**src/rtl/spi_i2s_pkg.sv**
```systemverilog
// rtl/spi_i2s_pkg.sv - shared FSM type and register map for the SPI/I2S APB master
package spi_i2s_pkg;

    typedef enum logic [2:0] {
        ST_IDLE   = 3'd0,
        ST_WDAT   = 3'd1,
        ST_SETUP  = 3'd2,
        ST_ACCESS = 3'd3,
        ST_RHOLD  = 3'd4
    } apb_state_e;

    localparam logic [7:0] REG_CR1  = 8'h00;
    localparam logic [7:0] REG_CR2  = 8'h04;
    localparam logic [7:0] REG_SR   = 8'h08;
    localparam logic [7:0] REG_DR   = 8'h0C;
    localparam logic [7:0] REG_DREG = 8'h10;
    localparam logic [7:0] REG_CFGR = 8'h1C;
    localparam logic [7:0] REG_PR   = 8'h20;
    localparam logic [7:0] REG_HINT = 8'h24;

    // byte step between consecutive words of an incrementing burst
    localparam int unsigned ADDR_INCR = 4;

endpackage

```
**src/rtl/spi_i2s_apb_master.sv**
```systemverilog
// rtl/spi_i2s_apb_master.sv - command-driven APB initiator with burst, wait-state and timeout handling
module spi_i2s_apb_master
    import spi_i2s_pkg::*;
#(
    parameter int ADDR_W  = 8,
    parameter int DATA_W  = 32,
    parameter int LEN_W   = 4,
    parameter int TIMEOUT = 16
) (
    input  logic              pclk,
    input  logic              rst_n,
    input  logic              cmd_valid,
    output logic              cmd_ready,
    input  logic              cmd_write,
    input  logic [ADDR_W-1:0] cmd_addr,
    input  logic [LEN_W-1:0]  cmd_len,
    input  logic              cmd_incr,
    input  logic              wdata_valid,
    output logic              wdata_ready,
    input  logic [DATA_W-1:0] wdata,
    output logic              rdata_valid,
    input  logic              rdata_ready,
    output logic [DATA_W-1:0] rdata,
    output logic              done,
    output logic              err,
    output logic              busy,
    output logic              psel,
    output logic              penable,
    output logic              pwrite,
    output logic [ADDR_W-1:0] paddr,
    output logic [DATA_W-1:0] pwdata,
    input  logic [DATA_W-1:0] prdata,
    input  logic              pready,
    input  logic              pslverr
);

    // counter wide enough to hold TIMEOUT-1; one bit minimum so TIMEOUT=0 still elaborates
    localparam int TO_W = (TIMEOUT < 2) ? 1 : $clog2(TIMEOUT + 1);
    localparam logic [TO_W-1:0] TO_LAST = TO_W'((TIMEOUT > 0) ? TIMEOUT - 1 : 0);

    apb_state_e        state_q, state_d;
    logic              en_q;
    logic              write_q, write_d;
    logic              incr_q, incr_d;
    logic [ADDR_W-1:0] addr_q, addr_d;
    logic [LEN_W-1:0]  cnt_q, cnt_d;
    logic              err_q, err_d;
    logic [DATA_W-1:0] pwdata_q, pwdata_d;
    logic [DATA_W-1:0] rdata_q, rdata_d;
    logic [TO_W-1:0]   to_q, to_d;
    logic              done_q, done_d;
    logic              fin;
    logic              nxt;
    logic              last_beat;

    assign last_beat   = (cnt_q == '0);
    // en_q keeps cmd_ready low while reset is held, then stays high forever
    assign cmd_ready   = en_q && (state_q == ST_IDLE);
    assign wdata_ready = (state_q == ST_WDAT);
    assign rdata_valid = (state_q == ST_RHOLD);
    assign psel        = (state_q == ST_SETUP) || (state_q == ST_ACCESS);
    assign penable     = (state_q == ST_ACCESS);
    assign busy        = (state_q != ST_IDLE);
    assign pwrite      = write_q;
    assign paddr       = addr_q;
    assign pwdata      = pwdata_q;
    assign rdata       = rdata_q;
    assign done        = done_q;
    assign err         = done_q && err_q;

    // next-state logic; fin/nxt fold the shared finish and continue actions
    always_comb begin
        state_d  = state_q;
        write_d  = write_q;
        incr_d   = incr_q;
        addr_d   = addr_q;
        cnt_d    = cnt_q;
        err_d    = err_q;
        pwdata_d = pwdata_q;
        rdata_d  = rdata_q;
        to_d     = '0;
        done_d   = 1'b0;
        fin      = 1'b0;
        nxt      = 1'b0;
        unique case (state_q)
            ST_IDLE: begin
                if (cmd_valid && cmd_ready) begin
                    write_d = cmd_write;
                    incr_d  = cmd_incr;
                    addr_d  = cmd_addr;
                    cnt_d   = cmd_len;
                    err_d   = 1'b0;
                    state_d = cmd_write ? ST_WDAT : ST_SETUP;
                end
            end
            ST_WDAT: begin
                if (wdata_valid) begin
                    pwdata_d = wdata;
                    state_d  = ST_SETUP;
                end
            end
            ST_SETUP: begin
                state_d = ST_ACCESS;
            end
            ST_ACCESS: begin
                if (pready) begin
                    if (!write_q) begin
                        // an erroring read is still handed to the consumer before aborting
                        rdata_d = prdata;
                        state_d = ST_RHOLD;
                        if (pslverr) begin
                            err_d = 1'b1;
                        end
                    end else if (pslverr) begin
                        err_d = 1'b1;
                        fin   = 1'b1;
                    end else if (last_beat) begin
                        fin = 1'b1;
                    end else begin
                        nxt = 1'b1;
                    end
                end else if ((TIMEOUT != 0) && (to_q == TO_LAST)) begin
                    err_d = 1'b1;
                    fin   = 1'b1;
                end else begin
                    to_d = to_q + TO_W'(1);
                end
            end
            ST_RHOLD: begin
                if (rdata_ready) begin
                    if (err_q || last_beat) begin
                        fin = 1'b1;
                    end else begin
                        nxt = 1'b1;
                    end
                end
            end
            default: begin
                state_d = ST_IDLE;
            end
        endcase
        if (fin) begin
            state_d = ST_IDLE;
            done_d  = 1'b1;
        end
        if (nxt) begin
            cnt_d   = cnt_q - LEN_W'(1);
            addr_d  = incr_q ? addr_q + ADDR_W'(ADDR_INCR) : addr_q;
            state_d = write_q ? ST_WDAT : ST_SETUP;
        end
    end

    // state and datapath registers, all cleared by reset
    always_ff @(posedge pclk or negedge rst_n) begin
        if (!rst_n) begin
            state_q  <= ST_IDLE;
            en_q     <= 1'b0;
            write_q  <= 1'b0;
            incr_q   <= 1'b0;
            addr_q   <= '0;
            cnt_q    <= '0;
            err_q    <= 1'b0;
            pwdata_q <= '0;
            rdata_q  <= '0;
            to_q     <= '0;
            done_q   <= 1'b0;
        end else begin
            state_q  <= state_d;
            en_q     <= 1'b1;
            write_q  <= write_d;
            incr_q   <= incr_d;
            addr_q   <= addr_d;
            cnt_q    <= cnt_d;
            err_q    <= err_d;
            pwdata_q <= pwdata_d;
            rdata_q  <= rdata_d;
            to_q     <= to_d;
            done_q   <= done_d;
        end
    end

endmodule

```
**config.mk**
```make
export PLATFORM = sky130hd
export DESIGN_NAME = spi_i2s_apb_master
export DESIGN_NICKNAME = d
export VERILOG_FILES = /design/src/rtl/spi_i2s_pkg.sv /design/src/rtl/spi_i2s_apb_master.sv
export SDC_FILE = /design/constraint.sdc
export NUM_CORES = 1
export LEC_CHECK = 0
export CORE_MARGIN = 4
export CORE_UTILIZATION = 30
export DETAILED_ROUTE_END_ITERATION = 7
export PLACE_DENSITY = 0.6
export SLEW_MARGIN = 20
export SYNTH_ARGS = -nofsm -noshare
export SYNTH_HDL_FRONTEND = slang
export SYNTH_SLANG_ARGS = --single-unit
```
**constraint.sdc**
```tcl
create_clock -name pclk -period 2.4 [get_ports pclk]
set_input_delay 0.36 -clock pclk [delete_from_list [all_inputs] [get_ports pclk]]
set_output_delay 0.36 -clock pclk [all_outputs]
set_load 0.005 [all_outputs]
```
==> results.json <==
{
  "wl_per_cell_um": 15.6,
  "cts-root-buf": "clkbuf_16",
  "ys_dominant_reg_cell": "dfrtp_1",
  "path_max_fanout": 9,
  "drive_above_1_share": 0.213,
  "cts_buffers": 9,
  "yosysTopAreaCell": "dfrtp_1",
  "htreeDepth": 3,
  "final.setup_skew_ns": 0.00376,
  "peakVddDrop_v": 0.000544,
  "grt_pass1_wl_mm": 15.7,
  "die_w_um": 123,
  "path_class": "reg -> out",
  "synth.net_count": 376,
  "outcome": "finished, final reports clean",
  "final-seq-area_um2": 2230,
  "yosysSeqAreaShare": 0.563,
  "fin_nets": 543,
  "antenna_found_initial": 0,
  "grt.busiest_layer": "met2",
  "grt_use_total": 0.133,
  "cts_tree": "yes",
  "cts.reportedPaths.clkPinSlew_ns": 0.06,
  "hp-class": "in -> async",
  "dieArea_um2": 15100,
  "p_leak_nw": 2.54,
  "ant_nets": 0,
  "clk_path_buf_depth": 2,
  "power_density_nw_per_um2": 1230,
  "clk_latency_ns": 0.33,
  "hold_viol_final": 0,
  "fin_crit_ns": 2.17,
  "multi_input_area_um2": 1610,
  "io_pins": 166,
  "core-area_um2": 12800,
  "synthCells": 288,
  "finalNonFillerCells": 632,
  "synthTopCellsByArea": "dfrtp_1, mux2_4, mux2_2, nand2_1, o21ai_0",
  "fmax_ghz": 0.460,
  "grt_pass1_vias": 3042,
  "start_kind": "register",
  "cts_hold_repair.buffers": 0,
  "setup_viol": 0,
  "async_reset_ff_frac": 1.00,
  "worstMarginPinSlew_ns": 0.670,
  "grt_start_max_net_pins": 90,
  "hpwlAfterDp_mm": 7.29,
  "synthDistinctLibCells": 55,
  "finalMaxSlewViolations": 0,
  "fin_crit_sh": 0.905,
  "cts.repair.resized": 0,
  "remaining_drc_errors": 0,
  "crit_path_end_kind": "output pin",
  "nFillCells": 1133,
  "post_cts_buffers": 0,
  "drt-vias-per-instance": 4.64,
  "die_h_um": 123,
  "cp.arrival_ns": 1.81,
  "worstPathRequired_ns": 2.04,
  "syn2layout_area_growth_pct": 54.7,
  "drt_iter0_drc": 138,
  "vias": 2933,
  "start_util": 0.310,
  "ys_ff_latch": 89,
  "avgSynthCellArea_um2": 13.7,
  "antenna_cells": 0,
  "dr.pass1.iters": 4,
  "grt.met2_usage": 0.218,
  "rsz0062_at_grt": "no",
  "cts_sinks": 89,
  "grt.met3_usage": 0.0410,
  "grtUsageMet1": 0.169,
  "netlist_area_um2": 3960,
  "gr-total-overflow": 0,
  "relSlewSlack": 0.549,
  "port_buffers": 165,
  "num_rows": 41,
  "yosys_warnings": 0,
  "final.setup.tns_ns": 0,
  "post-place-cells": 616,
  "drv_cap": 0,
  "synth-edff-count": 0,
  "gp_congestion": 0.783,
  "synth_top_area_frac": 0.563,
  "wl_mm": 9.89
}
## area by class of cell
type | instances | share of cell area
clock buffer | 10 | 0.0374
timing repair buffer | 169 | 0.280
inverter | 9 | 0.00552
sequential | 89 | 0.364
multi-input combinational | 177 | 0.262
tap | 172 | 0.0352
clock inverter | 6 | 0.0151
## state kept, by name, indices dropped and copies added, names as in the netlist, 3 cells and up
| register | count |
|---|---|
| to_q | 5 |
| pwdata | 32 |
| cnt_q | 4 |
| paddr | 8 |
| state_q | 3 |
| rdata | 32 |
## through the flow
| stage | area, µm² | hold WS [ns] | util | setup WS [ns] | total power (W) |
|---|---|---|---|---|---|
| after global placement | 5800 | 0.448 | 0.454 | 0.326 | 0.00606 |
| after detailed placement | 5800 | 0.448 | 0.454 | 0.253 | 0.00612 |
| final | 6120 | 0.0562 | 0.479 | 0.228 | 0.00754 |
| after global routing | 6120 | 0.0903 | 0.479 | 0.0998 | 0.00805 |
| after floorplan | 3960 | 0.0644 | - | 0.757 | 0.00427 |
| after CTS | 6120 | 0.0783 | 0.479 | 0.176 | 0.00768 |
## power by group
group / switching (W) / internal, W / leakage [nW]
Clock: 0.000588 / 0.000916 / 0.149
Combinational: 0.00107 / 0.00225 / 1.32
Sequential: 0.000508 / 0.00221 / 1.07
## critical path, stage by stage (launching register included)
cell and delay (ns):
dfrtp_1 0.52, nor3_2 0.28, and2_1 0.16, clkdlybuf4s50_1 0.51
## synth_stat cells (2+ instances only)
cell / n
xor2_1: 2
inv_1: 8
nor2_2: 2
buf_2: 7
o2111ai_1: 3
o221a_2: 3
or3_1: 2
o32a_1: 2
mux2_4: 30
buf_6: 3
nand3_1: 5
and2_1: 3
o32ai_1: 2
nand2_1: 20
and3_1: 2
mux2_1: 3
nor2_1: 11
dfrtp_1: 89
ha_1: 3
xnor2_1: 3
a21oi_1: 7
o221ai_1: 3
buf_4: 3
mux2_2: 31
a31oi_1: 2
nand3b_1: 2
o21ai_0: 9
## per-layer routing
metal / wire length [µm] / up-vias / part of all wire
met4: 108 / 0 / 0.011
met5: 0 / - / 0
met2: 4870 / 94 / 0.49
li1: - / 1376 / -
met1: 4230 / 1453 / 0.43
met3: 676 / 10 / 0.068
## layout by cell type, fill, tap and decap left out, types with 2 or more instances in the layout
master,Yosys,layout
clkdlybuf4s50_1,0,164
dfrtp_1,89,89
mux2_2,31,31
mux2_4,30,30
nand2_1,20,20
nor2_1,11,11
o21ai_0,9,9
clkbuf_16,0,9
inv_1,8,8
a21oi_1,7,7
nand3_1,5,5
xnor2_1,3,3
o2111ai_1,3,3
o221a_2,3,3
o221ai_1,3,3
mux2_1,3,3
ha_1,3,3
buf_12,0,3
nand3b_1,2,2
nor2_2,2,2
xor2_1,2,2
and2_1,3,2
and3_1,2,2
o32a_1,2,2
a31oi_1,2,2
o32ai_1,2,2
or3_1,2,2
clkinvlp_4,0,2
clkinv_4,0,2
bufinv_16,0,2
buf_4,3,2
## kinds of logic after synthesis
logic type / after synthesis / share of synthesized area
compound gates: 43 / 0.0857
xor+xnor: 5 / 0.0111
fa+ha+maj: 3 / 0.00949
buf+inv: 22 / 0.0316
flops: 89 / 0.563
mux: 64 / 0.211
other cells: 1 / 0.000948
simple gates: 61 / 0.0879
## worst paths after layout
check	from	to	slack, ns	cells past startpoint
max in group asynchronous	rst_n	done$_DFF_PN0_	1.97	2
min in group pclk	to_q[0]$_DFF_PN0_	to_q[0]$_DFF_PN0_	0.48	1
worst min-delay path	rst_n	rdata[17]$_DFFE_PN0P_	0.06	2
worst min register to register	to_q[0]$_DFF_PN0_	to_q[0]$_DFF_PN0_	0.48	1
worst max-delay path	state_q[0]$_DFFE_PN0P_	cmd_ready	0.23	3
worst max register to register	cnt_q[0]$_DFFE_PN0P_	paddr[5]$_DFFE_PN0P_	0.56	6
Note: power is estimated with default switching activity, not from simulation.
